===== src/rtl/video_timing_ctrl.sv =====
// Programmable raster timing generator. Timing fields are written to a shadow
// set that is copied to the active set while idle or at the end of a frame.
module video_timing_ctrl #(
    parameter int CW = 12
) (
    input  logic          clk,
    input  logic          rst,
    input  logic          wr_en,
    input  logic [3:0]    addr,
    input  logic [CW-1:0] wdata,
    input  logic          rd_en,
    output logic [CW-1:0] rdata,
    output logic          cfg_pending,
    output logic          hsync,
    output logic          vsync,
    output logic          de,
    output logic [CW+1:0] x,
    output logic [CW+1:0] y,
    output logic          frame_start,
    output logic          line_start
);
    localparam int TW = CW + 2;

    localparam logic [0:0] S_IDLE = 1'b0;
    localparam logic [0:0] S_RUN  = 1'b1;

    logic [0:0]    r_state;
    logic [CW-1:0] r_sh  [8];
    logic [CW-1:0] r_act [8];
    logic [2:0]    r_ctrl;
    logic [TW-1:0] r_h;
    logic [TW-1:0] r_v;

    logic [CW-1:0] w_wdata_fix;
    logic [CW-1:0] w_sh_next [8];
    logic          w_sh_wr;
    logic [TW-1:0] w_h_total;
    logic [TW-1:0] w_v_total;
    logic [TW-1:0] w_hs_beg;
    logic [TW-1:0] w_hs_end;
    logic [TW-1:0] w_vs_beg;
    logic [TW-1:0] w_vs_end;
    logic          w_h_last;
    logic          w_v_last;
    logic          w_frame_last;
    logic          w_run;

    // Field order: H_ACTIVE, H_FP, H_SYNC, H_BP, V_ACTIVE, V_FP, V_SYNC, V_BP
    function automatic logic [CW-1:0] f_default(input int unsigned idx);
        case (idx)
            0:       f_default = CW'(640);
            1:       f_default = CW'(16);
            2:       f_default = CW'(96);
            3:       f_default = CW'(48);
            4:       f_default = CW'(480);
            5:       f_default = CW'(10);
            6:       f_default = CW'(2);
            default: f_default = CW'(33);
        endcase
    endfunction

    // Shadow contents including this cycle's write, so an apply on the same
    // edge picks up the freshly written value.
    always_comb begin
        w_wdata_fix = (wdata == '0) ? CW'(1) : wdata;
        w_sh_wr     = wr_en && !addr[3];
        for (int unsigned i = 0; i < 8; i++) begin
            w_sh_next[i] = (w_sh_wr && (addr[2:0] == 3'(i))) ? w_wdata_fix : r_sh[i];
        end
    end

    assign w_h_total    = TW'(r_act[0]) + TW'(r_act[1]) + TW'(r_act[2]) + TW'(r_act[3]);
    assign w_v_total    = TW'(r_act[4]) + TW'(r_act[5]) + TW'(r_act[6]) + TW'(r_act[7]);
    assign w_hs_beg     = TW'(r_act[0]) + TW'(r_act[1]);
    assign w_hs_end     = w_hs_beg + TW'(r_act[2]);
    assign w_vs_beg     = TW'(r_act[4]) + TW'(r_act[5]);
    assign w_vs_end     = w_vs_beg + TW'(r_act[6]);
    assign w_h_last     = (r_h == (w_h_total - TW'(1)));
    assign w_v_last     = (r_v == (w_v_total - TW'(1)));
    assign w_frame_last = w_h_last && w_v_last;
    assign w_run        = (r_state == S_RUN);

    always_ff @(posedge clk or posedge rst) begin
        if (rst) begin
            r_state     <= S_IDLE;
            r_ctrl      <= '0;
            r_h         <= '0;
            r_v         <= '0;
            cfg_pending <= 1'b0;
            for (int unsigned i = 0; i < 8; i++) begin
                r_sh[i]  <= f_default(i);
                r_act[i] <= f_default(i);
            end
        end else begin
            for (int unsigned i = 0; i < 8; i++) begin
                r_sh[i] <= w_sh_next[i];
            end
            if (wr_en && (addr == 4'd8)) begin
                r_ctrl <= wdata[2:0];
            end
            case (r_state)
                S_IDLE: begin
                    for (int unsigned i = 0; i < 8; i++) begin
                        r_act[i] <= w_sh_next[i];
                    end
                    cfg_pending <= 1'b0;
                    r_h         <= '0;
                    r_v         <= '0;
                    if (r_ctrl[0]) begin
                        r_state <= S_RUN;
                    end
                end
                default: begin
                    if (!r_ctrl[0]) begin
                        r_state <= S_IDLE;
                        r_h     <= '0;
                        r_v     <= '0;
                        if (w_sh_wr) begin
                            cfg_pending <= 1'b1;
                        end
                    end else if (w_frame_last) begin
                        for (int unsigned i = 0; i < 8; i++) begin
                            r_act[i] <= w_sh_next[i];
                        end
                        cfg_pending <= 1'b0;
                        r_h         <= '0;
                        r_v         <= '0;
                    end else begin
                        if (w_sh_wr) begin
                            cfg_pending <= 1'b1;
                        end
                        if (w_h_last) begin
                            r_h <= '0;
                            r_v <= r_v + TW'(1);
                        end else begin
                            r_h <= r_h + TW'(1);
                        end
                    end
                end
            endcase
        end
    end

    always_ff @(posedge clk or posedge rst) begin
        if (rst) begin
            de          <= 1'b0;
            hsync       <= 1'b1;
            vsync       <= 1'b1;
            x           <= '0;
            y           <= '0;
            frame_start <= 1'b0;
            line_start  <= 1'b0;
        end else if (w_run) begin
            de          <= (r_h < TW'(r_act[0])) && (r_v < TW'(r_act[4]));
            hsync       <= ((r_h >= w_hs_beg) && (r_h < w_hs_end)) ? r_ctrl[1] : ~r_ctrl[1];
            vsync       <= ((r_v >= w_vs_beg) && (r_v < w_vs_end)) ? r_ctrl[2] : ~r_ctrl[2];
            x           <= r_h;
            y           <= r_v;
            frame_start <= (r_h == '0) && (r_v == '0);
            line_start  <= (r_h == '0);
        end else begin
            de          <= 1'b0;
            hsync       <= ~r_ctrl[1];
            vsync       <= ~r_ctrl[2];
            x           <= '0;
            y           <= '0;
            frame_start <= 1'b0;
            line_start  <= 1'b0;
        end
    end

    always_ff @(posedge clk or posedge rst) begin
        if (rst) begin
            rdata <= '0;
        end else if (rd_en) begin
            if (!addr[3]) begin
                rdata <= r_sh[addr[2:0]];
            end else if (addr == 4'd8) begin
                rdata <= CW'(r_ctrl);
            end else if (addr == 4'd9) begin
                rdata <= CW'({cfg_pending, w_run});
            end else begin
                rdata <= '0;
            end
        end else begin
            rdata <= '0;
        end
    end

endmodule


===== config.mk =====
export PLATFORM = sky130hd
export DESIGN_NAME = video_timing_ctrl
export DESIGN_NICKNAME = d
export VERILOG_FILES = /design/src/rtl/video_timing_ctrl.sv
export SDC_FILE = /design/constraint.sdc
export NUM_CORES = 1
export LEC_CHECK = 0
export ABC_CLOCK_PERIOD_IN_PS = 7900
export BUFFER_PORTS_ARGS = -buffer_cell sky130_fd_sc_hd__buf_2
export CAP_MARGIN = 5
export CELL_PAD_IN_SITES_DETAIL_PLACEMENT = 1
export CELL_PAD_IN_SITES_GLOBAL_PLACEMENT = 1
export CORE_UTILIZATION = 40
export DETAILED_ROUTE_END_ITERATION = 12
export GPL_TIMING_DRIVEN = 1
export PLACE_DENSITY = 0.68
export SETUP_SLACK_MARGIN = 0.5
export SKIP_LAST_GASP = 1
export SYNTH_ARGS = -nofsm -noshare
export SYNTH_HDL_FRONTEND = slang
export SYNTH_SLANG_ARGS = --single-unit

===== constraint.sdc =====
create_clock -name clk -period 7.9 [get_ports clk]
set_input_delay 1.185 -clock clk [delete_from_list [all_inputs] [get_ports clk]]
set_output_delay 1.185 -clock clk [all_outputs]
set_load 0.005 [all_outputs]

======== Word-level counts from Yosys, hierarchy flattened ========
Index checks and enable logic that the tools add are counted.
word-level totals
  register bits after elaboration ......... 270
  output and inout port bits .............. 46
  logic and storage cells ................. 125
cells by class
  add/sub/neg operators ................... 10
  order comparisons ....................... 7
  equal/unequal tests ..................... 14
  muxes and demuxes ....................... 41
  bitwise logic cells ..................... 3
  reductions and logical operators ........ 21
operators with widths
  operator                 count
  $mux W96                 3
  $mux W12                 13
  $mux W14                 10
  $bmux W12 S3             1
  $add A13 B12 Y14         2
  $add A14 B1 Y14 const B  2
  $add A14 B12 Y14         2
  $eq A14 B14 Y1           2
  $ge A14 B13 Y1           2
  $logic_not A14 Y1        2
  $lt A14 B12 Y1           2
  $lt A14 B14 Y1           2
  $sub A14 B1 Y14 const B  2
  $add A12 B12 Y13         2
  $logic_and A1 B1 Y1      15
  $eq A3 B3 Y1 const B     4
  $logic_not A12 Y1        1
  $mux W1                  12
  $eq A4 B4 Y1 const B     2
  $eq A3 B2 Y1 const B     2
  $ge A4 B4 Y1 const B     1
  $ne A2 B1 Y1 const B     2
  $ne A4 B2 Y1 const B     1
  $not A3 Y4               1
  7 further kinds          8

======== Depth between registers and ports, before layout ========
  word-level depth ........................ 9
  depth in mapped cells ................... 29
  gate-level depth less buffers ........... 27

======== Worst setup path after synthesis ========
No wires, ideal clock.
  path kind ............................... register to register
  start point ............................. register r_act[73] (netlist name)
  end point ............................... register r_act[10] (netlist name)
  setup time .............................. 125 ps
  arrival time ............................ 6014 ps
  required time ........................... 7775 ps
  slack ................................... 1761 ps
  stages on the path, launching flop included .. 30
  buffers on the path ..................... 3
  period minus slack after synthesis ...... 6139 ps
  path through ............................ dfrtp_1 > ha_1 > a21o_1 > a21oi_1 > o21bai_1 > a21oi_1 > nor2b_1 > o21ai_0 > a21oi_1 > nor2_1 > xnor2_1 > ha_1 > a21oi_1 > nand2_1 > o21ai_0 > xor2_1 > xor2_1 > ha_1 > buf_4 > a2111oi_4 > a22oi_1 > a31oi_1 > xnor2_1 > and3_1 > or4_4 > a2111oi_4 > a41oi_2 > buf_6 > buf_6 > mux2_4
on the way
  longest elaborated chain between the ends .. 8
ends and longest elaborated chain
  what                               line  RTL
  from (decl)                        29    logic [CW-1:0] r_act [8];
  from (signal, indexed assignment)  92    r_act[i] <= f_default(i);
  from (signal, indexed assignment)  104   r_act[i] <= w_sh_next[i];
  from (signal, indexed assignment)  123   r_act[i] <= w_sh_next[i];
  $add A12 B12 Y13                   72    assign w_h_total = TW'(r_act[0]) + TW'(r_act[1]) + TW'(r_act[2]) + TW'(r_act[3]);
  $add A13 B12 Y14                   72
  $add A14 B12 Y14                   72
  $sub A14 B1 Y14                    78    assign w_h_last = (r_h == (w_h_total - TW'(1)));
  $eq A14 B14 Y1                     78
  $logic_and A1 B1 Y1                80    assign w_frame_last = w_h_last && w_v_last;
  $ne A2 B1 Y1 (no line)             n/a
  $reduce_and A2 Y1 (no line)        n/a
Every way passes these cells.
A chain may end at the register's enable or synchronous reset.

======== Final worst setup path ========
  start point ............................. register r_act[25] (netlist name)
  end point ............................... register r_act[15] (netlist name)
on the way
  longest elaborated chain between the ends .. 8
ends and longest elaborated chain
  what                         line  RTL
  $add A12 B12 Y13             73    assign w_v_total = TW'(r_act[4]) + TW'(r_act[5]) + TW'(r_act[6]) + TW'(r_act[7]);
  $add A13 B12 Y14             73
  $add A14 B12 Y14             73
  $sub A14 B1 Y14              79    assign w_v_last = (r_v == (w_v_total - TW'(1)));
  $eq A14 B14 Y1               79
  $logic_and A1 B1 Y1          80
  $ne A2 B1 Y1 (no line)       n/a
  $reduce_and A2 Y1 (no line)  n/a
Every way passes these cells.

==> summary.md <==
| Metric | Value |
|---|---|
| Clock slew at reported path FFs | `60 ps` |
| Die width | `209 µm` |
| Total CTS buffers | `31` |
| Leading area contributor after synthesis | `dfrtp_1` |
| Pin count of the biggest net entering global routing | `200` |
| CTS Sinks | `270` |
| Syn Nets | `1761` |
| Setup Crit Path Kind | `reg2reg` |
| IO Count | `66` |
| Share of the synthesized area in the top cell type | `34.3%` |
| Full die area | `43800 µm²` |
| Footprint of the multi-input gates | `9670 µm²` |
| Worst hold path type | `reg2reg` |
| Hold depth | `1` |
| Max FO, Critical Path | `23` |
| Layout Utilization | `45.7%` |
| Async SR Flop Fraction | `100%` |
| Tcrit/Tclk final | `88.7%` |
| Syn_area_per_cell | `10.9 µm²` |
| Reg2reg path depth | `25` |
| Max-slew headroom | `7.63%` |
| Post-CTS Hold Fix Bufs | `0` |
| Clock root buffer | `clkbuf_16` |
| Worst-Skew Late Latency | `600 ps` |
| H-tree depth | `1` |
| TritonCTS clock tree | `yes` |
| Most frequent cells after synthesis | `236 x dfrtp_1, 162 x ha_1, 160 x mux2_2, 141 x inv_1, 95 x nor2_1` |
| FF-to-FF Start | `r_act[25]$_DFFE_PP1P_` |
| Final net count | `1823` |
| HPWL Detailed | `36000 µm` |
| Starting Density | `40.8%` |
| Antenna violations before repair | `3` |
| Ys flop type | `dfrtp_1` |
| All-Layer GR Usage | `21.9%` |
| Port buffer count | `65` |
| Fin crit period | `7010 ps` |
| Maxcap violations | `0` |
| Synth warnings | `0` |
| Kind of start point of the critical path | `register` |
| Layout cells sized above 1 | `24.5%` |
| Crit end category | `register` |
| Met1 Wirelength | `20600 µm` |
| Critical path data arrival time | `7480 ps` |
| Fin. max-slew vios | `0` |
| DR WL met2 | `24300 µm` |
| Clk_skew | `19.4 ps` |
| Fillers | `4567` |
| Final wirelength | `47400 µm` |
| Final weighted congestion in routability-driven placement | `0.811` |
| CTS max path bufs | `3` |
| Top-count cell post-synth | `dfrtp_1` |
| Post-route ant nets | `0` |
| Pre-antenna DRT Iters | `4` |
| Hold slack | `512 ps` |
| Residual DRC | `0` |
| Initial DRC Count | `476` |
| #FFs+latches synth | `270` |
| Via count | `12300` |
| Grt total ovfl | `0` |
| Met3 Routed Length | `1070 µm` |
| Outcome | `finished clean` |
| Synth area leaders | `dfrtp_1 34%, ha_1 12%, mux2_2 10%` |
| Cell variety after synth | `72` |
| Ant. Diodes | `0` |
| Mapped Area | `17200 µm²` |
| Setup violations, final | `0` |
| Die Span Y | `209 µm` |
| Max Used Layer | `met4` |
| First-pass GRT wire length | `75100 µm` |
| Min-delay src | `r_act[55]$_DFFE_PP0P_` |
| CORE AREA | `42100 µm²` |
| Critical Path RT | `8370 ps` |
| Cells after synthesis | `1573` |
| Hold EP | `r_act[55]$_DFFE_PP0P_` |
| Final hold violation count | `0` |
| Worst flop-to-flop path endpoint | `r_act[15]$_DFFE_PP0P_` |
| Number of vias per cell | `5.59` |
| Setup TNS | `0 ps` |
| Post-DR wirelength/cell | `21.6 µm` |
| Num rows | `75` |
| Worst Tran Pin Value | `1380 ps` |
| RSZ-0062 raised after global routing | `false` |
| Seq. cell area | `6800 µm²` |
| Area Overhead vs Synth | `12.1%` |
| FF-to-FF setup slack | `890 ps` |
| Post-synth EDFFs | `0` |
| Vias in the first global route | `13200` |
| Post-synthesis sequential area ratio | `39.5%` |
| FMAX | `0.143 GHz` |
[layout by cell type (no fill, tap or decap), types with 9 or more instances in the layout]
cell,n
inv_1,140
nand3_1,39
o21bai_1,12
nand2b_1,23
nor2_1,94
a21o_1,41
a21oi_1,55
mux2_2,160
o32ai_1,10
clkbuf_8,10
buf_4,15
o21ai_0,41
dfstp_2,34
and3_1,17
xor2_1,42
nand2_1,40
nor4_1,11
ha_1,162
mux2i_1,16
buf_2,65
a31o_2,12
clkbuf_16,31
and2_1,24
mux2_4,29
o21a_1,13
nor3_1,30
dfrtp_1,236
xnor2_1,58
nor2b_1,9
nand4_1,12
a211oi_1,19
mux4_2,24
[metrics by stage]
step / cells / cell area, µm² / setup WS [ps]
finish: 2199 / 19300 / 890
global route: 2199 / 19300 / 507
CTS: 2196 / 19200 / 534
detailed placement: 2138 / 18200 / 585
global placement: 2138 / 18200 / 645
floorplan: 1573 / 17200 / 1760
[routing by layer]
layer  vias to the layer above  global-route usage [%]
met2                       156                    39.0
met1                      6292                    27.9
li1                       5774                       -
met4                         0                    6.95
met5                         -                       0
met3                        76                    2.17
[final cells by class]
type	count	share of cell area (%)
Inverter	141	2.77
Clock buffer	49	4.89
Tap cell	539	3.50
Clock inverter	9	0.636
Multi-Input combinational cell	1106	50.1
Sequential cell	270	35.3
Timing Repair Buffer	85	2.79
[worst max path at each step]
stage / startpoint / to / slack, ps / depth (start not counted)
floorplan: r_act[73]$_DFFE_PP0P_ / r_act[10]$_DFFE_PP0P_ / 1760 / 29
global placement: r_act[25]$_DFFE_PP1P_ / r_act[31]$_DFFE_PP0P_ / 650 / 23
detailed placement: r_act[25]$_DFFE_PP1P_ / r_act[32]$_DFFE_PP0P_ / 590 / 23
CTS: r_act[25]$_DFFE_PP1P_ / r_act[32]$_DFFE_PP0P_ / 530 / 23
global route: r_act[73]$_DFFE_PP0P_ / r_act[19]$_DFFE_PP0P_ / 510 / 28
finish: r_act[25]$_DFFE_PP1P_ / r_act[15]$_DFFE_PP0P_ / 890 / 25
[sequential cells by signal (all words and copies together), names as in the netlist]
register and count:
r_act 96, r_sh 96, r_h 14, r_v 14, x 14, y 14
rdata 12, r_ctrl 3, cfg_pending 1, de 1, frame_start 1, hsync 1
line_start 1, r_state 1, vsync 1
[timing repair]
item	in CTS	in global routing
endpoints found under the setup margin	0	110
buffers inserted	0	2
gates resized for setup	0	2
[critical path, cell delays in order (launching register included)]
cell and delay [ps]:
dfstp_2 540, ha_1 220, a21o_1 170, a21oi_1 220, o21bai_1 100, a21oi_1 220, nor2b_1 80, o21a_1 190
o31a_1 260, o41ai_1 520, xnor2_1 140, ha_1 360, and4_1 220, a311oi_1 620, xnor2_1 270, ha_1 410
xnor2_1 310, nand2_1 110, o22a_1 240, nand3_1 110, a21boi_0 250, o2111a_1 430, a41oi_4 180, buf_12 230
buf_12 180, mux2_4 310
[cell families after synthesis]
family,count (synthesis),synth area share [%]
compound gates,270,11.0
xor+xnor,100,5.09
fa+ha+maj,169,12.5
buf+inv,198,4.57
flops,270,39.5
mux,229,17.1
simple gates,337,10.1
Power is not shown: default switching activity piles up to over one toggle a cycle in this logic, so the estimate is an artifact.
